## src/rtl/sdram_port_arbiter.sv

```systemverilog
// sdram_port_arbiter: shares one SDRAM command port between the SD-card
// boot loader (p0, write-only), audio fetch (p1, read) and video fetch (p2, read).
//
// Ports:
//   clk50, reset_n          clock, synchronous active-low reset
//   p0_we/addr/wdata        loader write request, p0_op_begun accept pulse
//   p1_req/addr, p2_req/addr read requests, pN_op_begun accept pulses
//   p1/p2_rvalid, rdata     read data routed back to the issuing port
//   mem_req/we/addr/wdata   single-word command to the SDRAM controller
//   mem_op_begun            controller accepted the command
//   mem_rvalid/rdata        in-order read data from the controller
//   rd_overflow_err         sticky: read data arrived with no read pending
module sdram_port_arbiter #(
    parameter int READ_DEPTH   = 4,
    parameter int STARVE_LIMIT = 8
) (
    input  logic        clk50,
    input  logic        reset_n,
    input  logic        p0_we,
    input  logic [24:0] p0_addr,
    input  logic [15:0] p0_wdata,
    output logic        p0_op_begun,
    input  logic        p1_req,
    input  logic [24:0] p1_addr,
    output logic        p1_op_begun,
    output logic        p1_rvalid,
    output logic [15:0] p1_rdata,
    input  logic        p2_req,
    input  logic [24:0] p2_addr,
    output logic        p2_op_begun,
    output logic        p2_rvalid,
    output logic [15:0] p2_rdata,
    output logic        mem_req,
    output logic        mem_we,
    output logic [24:0] mem_addr,
    output logic [15:0] mem_wdata,
    input  logic        mem_op_begun,
    input  logic        mem_rvalid,
    input  logic [15:0] mem_rdata,
    output logic        rd_overflow_err
);

    localparam int AW = $clog2(READ_DEPTH);
    localparam int CW = AW + 1;
    localparam logic [CW-1:0] DEPTH_C = CW'(READ_DEPTH);
    localparam logic [3:0]    LIMIT_C = 4'(STARVE_LIMIT);

    localparam logic [1:0] GNT_P0 = 2'd0;
    localparam logic [1:0] GNT_P1 = 2'd1;
    localparam logic [1:0] GNT_P2 = 2'd2;

    typedef enum logic {
        IDLE,
        BUSY
    } state_t;

    state_t            state_q, state_d;
    logic [1:0]        grant_q, grant_d;
    logic [24:0]       addr_q, addr_d;
    logic [15:0]       wdata_q, wdata_d;
    logic              we_q, we_d;
    logic [3:0]        starve_q, starve_d;
    logic [READ_DEPTH-1:0] tags_q, tags_d;
    logic [AW-1:0]     wptr_q, wptr_d;
    logic [AW-1:0]     rptr_q, rptr_d;
    logic [CW-1:0]     cnt_q, cnt_d;
    logic              err_q, err_d;

    logic       busy;
    logic       accept;
    logic       push;
    logic       pop;
    logic       fifo_empty;
    logic       head_is_p2;
    logic       rd_ok;
    logic       a_ok;
    logic       v_ok;
    logic       win_vld;
    logic [1:0] win_id;

    assign busy       = (state_q == BUSY);
    assign accept     = busy && mem_op_begun;
    assign push       = accept && !we_q;
    assign fifo_empty = (cnt_q == '0);
    assign pop        = mem_rvalid && !fifo_empty;
    assign head_is_p2 = tags_q[rptr_q];

    // Read eligibility uses the registered count only; a return in this
    // cycle frees the slot for the next IDLE cycle.
    assign rd_ok = (cnt_q < DEPTH_C);
    assign a_ok  = p1_req && rd_ok;
    assign v_ok  = p2_req && rd_ok;

    always_comb begin
        win_vld = 1'b1;
        win_id  = GNT_P0;
        if (v_ok && (starve_q >= LIMIT_C)) begin
            win_id = GNT_P2;
        end else if (a_ok) begin
            win_id = GNT_P1;
        end else if (v_ok) begin
            win_id = GNT_P2;
        end else if (p0_we) begin
            win_id = GNT_P0;
        end else begin
            win_vld = 1'b0;
        end
    end

    always_comb begin
        state_d = state_q;
        grant_d = grant_q;
        addr_d  = addr_q;
        wdata_d = wdata_q;
        we_d    = we_q;
        unique case (state_q)
            IDLE: begin
                if (win_vld) begin
                    state_d = BUSY;
                    grant_d = win_id;
                    we_d    = (win_id == GNT_P0);
                    unique case (win_id)
                        GNT_P1:  addr_d = p1_addr;
                        GNT_P2:  addr_d = p2_addr;
                        default: begin
                            addr_d  = p0_addr;
                            wdata_d = p0_wdata;
                        end
                    endcase
                end
            end
            BUSY: begin
                if (mem_op_begun) begin
                    state_d = IDLE;
                end
            end
            default: state_d = IDLE;
        endcase
    end

    always_comb begin
        starve_d = starve_q;
        if (!p2_req) begin
            starve_d = '0;
        end else if (!busy && win_vld) begin
            if (win_id == GNT_P2) begin
                starve_d = '0;
            end else if (win_id == GNT_P1 && starve_q != 4'hF) begin
                starve_d = starve_q + 4'd1;
            end
        end
    end

    // Tag FIFO: one bit per outstanding read, 1 = video.
    always_comb begin
        tags_d = tags_q;
        wptr_d = wptr_q;
        rptr_d = rptr_q;
        cnt_d  = cnt_q;
        err_d  = err_q | (mem_rvalid && fifo_empty);
        if (push) begin
            tags_d[wptr_q] = (grant_q == GNT_P2);
            wptr_d         = wptr_q + AW'(1);
        end
        if (pop) begin
            rptr_d = rptr_q + AW'(1);
        end
        unique case ({push, pop})
            2'b10:   cnt_d = cnt_q + CW'(1);
            2'b01:   cnt_d = cnt_q - CW'(1);
            default: cnt_d = cnt_q;
        endcase
    end

    always_ff @(posedge clk50) begin
        if (!reset_n) begin
            state_q  <= IDLE;
            grant_q  <= GNT_P0;
            addr_q   <= '0;
            wdata_q  <= '0;
            we_q     <= 1'b0;
            starve_q <= '0;
            tags_q   <= '0;
            wptr_q   <= '0;
            rptr_q   <= '0;
            cnt_q    <= '0;
            err_q    <= 1'b0;
        end else begin
            state_q  <= state_d;
            grant_q  <= grant_d;
            addr_q   <= addr_d;
            wdata_q  <= wdata_d;
            we_q     <= we_d;
            starve_q <= starve_d;
            tags_q   <= tags_d;
            wptr_q   <= wptr_d;
            rptr_q   <= rptr_d;
            cnt_q    <= cnt_d;
            err_q    <= err_d;
        end
    end

    assign mem_req   = busy;
    assign mem_we    = busy && we_q;
    assign mem_addr  = addr_q;
    assign mem_wdata = wdata_q;

    assign p0_op_begun = accept && (grant_q == GNT_P0);
    assign p1_op_begun = accept && (grant_q == GNT_P1);
    assign p2_op_begun = accept && (grant_q == GNT_P2);

    assign p1_rvalid = pop && !head_is_p2;
    assign p2_rvalid = pop && head_is_p2;
    assign p1_rdata  = mem_rdata;
    assign p2_rdata  = mem_rdata;

    assign rd_overflow_err = err_q;

endmodule

```

## config.mk

```make
export PLATFORM = sky130hd
export DESIGN_NAME = sdram_port_arbiter
export DESIGN_NICKNAME = d
export VERILOG_FILES = /design/src/rtl/sdram_port_arbiter.sv
export SDC_FILE = /design/constraint.sdc
export NUM_CORES = 1
export LEC_CHECK = 0
export BUFFER_PORTS_ARGS = -buffer_cell sky130_fd_sc_hd__buf_4
export CAP_MARGIN = 30
export CORE_ASPECT_RATIO = 1.25
export CORE_MARGIN = 2
export CORE_UTILIZATION = 35
export CTS_BUF_LIST = sky130_fd_sc_hd__clkbuf_16
export CTS_CLUSTER_DIAMETER = 80
export DETAILED_ROUTE_END_ITERATION = 8
export PLACE_DENSITY = 0.64
export SLEW_MARGIN = 20
export SYNTH_ARGS = -nofsm -noshare
export SYNTH_HDL_FRONTEND = slang
export SYNTH_SLANG_ARGS = --single-unit
```

## constraint.sdc

```tcl
create_clock -name clk50 -period 2.69 [get_ports clk50]
set_clock_uncertainty 0.2 [all_clocks]
set_input_delay 0.1345 -clock clk50 [delete_from_list [all_inputs] [get_ports clk50]]
set_output_delay 0.1345 -clock clk50 [all_outputs]
set_load 0.01 [all_outputs]
```

==> results_dict.tcl <==
set metrics [dict create \
    crit_chain "dlygate4sd3_1, buf_4, and3b_1, inv_1, ha_1, inv_1, fa_1, xor2_1, or3_1, a21boi_0" \
    detailed_place_hpwl_um 6365 \
    ys_seq_elements 61 \
    status "completed" \
    via_count 3292 \
    combPwrFrac_pct 29.1 \
    switching_power_w 0.0008232 \
    first_global_vias 3394 \
    timing.hold.ws_ps 29.56 \
    root_buffer "clkbuf_16" \
    core_sq_um 9027 \
    drt-pass1-iter-count 4 \
    grt_pass1_wl_um 15590 \
    seqPwrFrac_pct 37.8 \
    portBuffers 146 \
    highest-signal-layer "met4" \
    ys_async_sr_fraction_pct 0 \
    vias_per_cell 5.080 \
    synth_nets 500 \
    synth-edff-count 0 \
    syn_area_sq_um 3218 \
    track_usage_pct 19.26 \
    critPathKind "input pin to flop" \
    max-vdd-ir-drop_v 0.0003015 \
    cts-resized-gates 0 \
    max_slew.worst_pin.slew_ps 787.3 \
    hold_viol 0 \
    ant_nets 0 \
    drc 0 \
    initial_core_util_pct 35.65 \
    critical_path.max_stage_delay_ps 540 \
    cpLargestDelayFamily "buffers and inverters" \
    die_x_um 89.77 \
    num_rows 39 \
    rsz0062_at_grt "no" \
    die_y_um 111.2 \
    max_freq_mhz 415.7 \
    io-pin-count 195 \
    yosysSeqAreaShare_pct 37.95 \
    dpl_cell_area_sq_um 4141 \
    wl_per_cell_um 14.66 \
    postRouteWirelength_um 9498 \
    synth_commonest_cells "dfxtp_1 (61), nand2_1 (51), buf_4 (33), a21oi_1 (29), o21ai_0 (29)" \
    min_period_ps 2406 \
    clk_pin_slew_ps 50 \
    design_area_sq_um 4865 \
    critPathSlowestCell "dlygate4sd3_1" \
    required_ps 2730 \
    clock-sinks 61 \
    fin_crit_sh_pct 89.42 \
    arrival_ps 2440 \
    wl_met1_um 3732 \
    syn_inst 378 \
    gp_congestion 0.7902 \
    swShare_pct 28.73 \
    synth_cell_types 41 \
    cap_violations 0 \
    hold_path.class "input pin to flop" \
    htree_levels 3 \
    startpoint_type "input pin" \
    met2_length_um 4643 \
    power.internal_w 0.002042 \
    yosys-top-cells-area "dfxtp_1 (38%), buf_4 (7.7%), a32o_1 (7.5%), nand2_1 (5.9%), a22oi_1 (5.6%)" \
    p_leak_nw 2.071 \
    finalSetupTns_ps 0 \
    drt-initial-drc-count 136 \
    fp.dieArea_sq_um 9982 \
    synth_most_common_cell "dfxtp_1" \
    yosys.area.top_type_share_pct 37.95 \
    cp_num_buf_inv 4 \
    final-setup-viol-count 0 \
    layout-drive-gt1-share_pct 31.43 \
    nets 644 \
    grt_max_degree 59 \
    p_clk_share_pct 33.1 \
    overflow 0 \
    ys.flop_type "dfxtp_1" \
    antenna_cells 0 \
    met3WireLength_um 810 \
    path_max_fanout 11 \
    syn_avg_cell_area_sq_um 8.513 \
    cts_buffer_depth 2 \
    drv_slew 0 \
    yosysWarnings 0 \
    fillers 851 \
    yosysTopAreaCell "dfxtp_1" \
    crit_path_end_kind "flop" \
    maxSlewHeadroom_pct 47.38 \
    cts_buffers 9 \
    grt_antenna_before_repair 0 \
    instances_no_fill 648 \
    placedCellCount 588 \
    cts_tree "yes" \
    synthToLayoutAreaGrowth_pct 51.17 \
    finalPower_w 0.002866 \
    cp_common_cell "inv_1" \
    p_per_area_nw_per_um2 589.1 \
    insertion_delay_ps 310 \
]
==> flip-flops by register name, summed over array words and instances, names as in the netlist <==
register and cells:
cnt_q 3, grant_q 2, mem_addr 25, mem_req 1, mem_wdata 16, rd_overflow_err 1
rptr_q 2, starve_q 4, tags_q 4, we_q 1, wptr_q 2
==> power groups by stage <==
stage	sequential, W	combinational [W]	clock [W]
final	0.00108	0.000833	0.000949
after global routing	0.00110	0.000913	0.00102
after CTS	0.00108	0.000819	0.000990
after detailed placement	0.00110	0.000764	0
after global placement	0.00109	0.000752	0
after floorplan	0.00112	0.000447	0
==> stage by stage <==
step	util [%]	setup WS, ps
CTS	53.58	291.5
global route	53.89	105.6
global placement	45.88	482.5
floorplan	-	328.4
finish	53.89	284.5
detailed placement	45.88	409.1
==> area by class of cell <==
type | count | area, sq um | share of cell area (%)
clock buffer | 9 | 225.2 | 4.630
clock inverter | 5 | 20.02 | 0.4115
inverter | 12 | 45.04 | 0.9259
multi-input combinational | 242 | 1583 | 32.54
sequential | 61 | 1221 | 25.10
tap | 123 | 153.9 | 3.164
timing repair buffer | 196 | 1617 | 33.23
==> tightest hold or removal path: cells and delay by family <==
family | cells | cell delay (ps)
compound gates | 3 | 290
buf+inv | 1 | 80
==> metal layers <==
layer  vias to the layer above  global-route usage [%]
li1                       1614                       -
met1                      1491                   20.52
met2                       152                   33.99
met3                        35                   6.526
met4                         0                   9.333
met5                         -                       0
==> placed cells by master (no fill, tap or decap), types with 7 or more instances in the layout <==
| cell | count |
|---|---|
| buf_4 | 149 |
| dfxtp_1 | 61 |
| nand2_1 | 51 |
| dlygate4sd3_1 | 45 |
| o21ai_0 | 29 |
| a21oi_1 | 28 |
| a32o_1 | 24 |
| a22oi_1 | 24 |
| a21boi_0 | 23 |
| inv_1 | 12 |
| nand3_1 | 10 |
| clkbuf_16 | 9 |
| and2_1 | 8 |
| ha_1 | 7 |
==> final timing paths <==
kind | to | slack, ps | start | cells past startpoint
max reg2reg | mem_addr[10]$_SDFFE_PN0P_ | 390 | starve_q[3]$_SDFFE_PN0P_ | 4
max | cnt_q[2]$_SDFFE_PN0P_ | 280 | mem_op_begun | 10
min reg2reg | tags_q[1]$_SDFFE_PN0P_ | 260 | tags_q[1]$_SDFFE_PN0P_ | 2
min | mem_addr[13]$_SDFFE_PN0P_ | 30 | p1_addr[13] | 4
==> timing repair <==
action	in CTS	in global routing
hold buffers	45	0
setup buffers	0	0
endpoints found under the hold margin	43	0
setup endpoints to repair	0	0
==> cells by family after synthesis <==
| group | after synthesis | synth area share, % |
|---|---|---|
| and+or+nand+nor | 86 | 12.44 |
| xor gates and xnor gates | 5 | 1.361 |
| AOI/OAI and AO/OA | 142 | 30.87 |
| DFF | 61 | 37.95 |
| muxes | 1 | 0.6998 |
| buffers and inverters | 75 | 13.34 |
| adders and majority gates | 8 | 3.344 |
No activity file was read; power rests on OpenSTA's default activity.
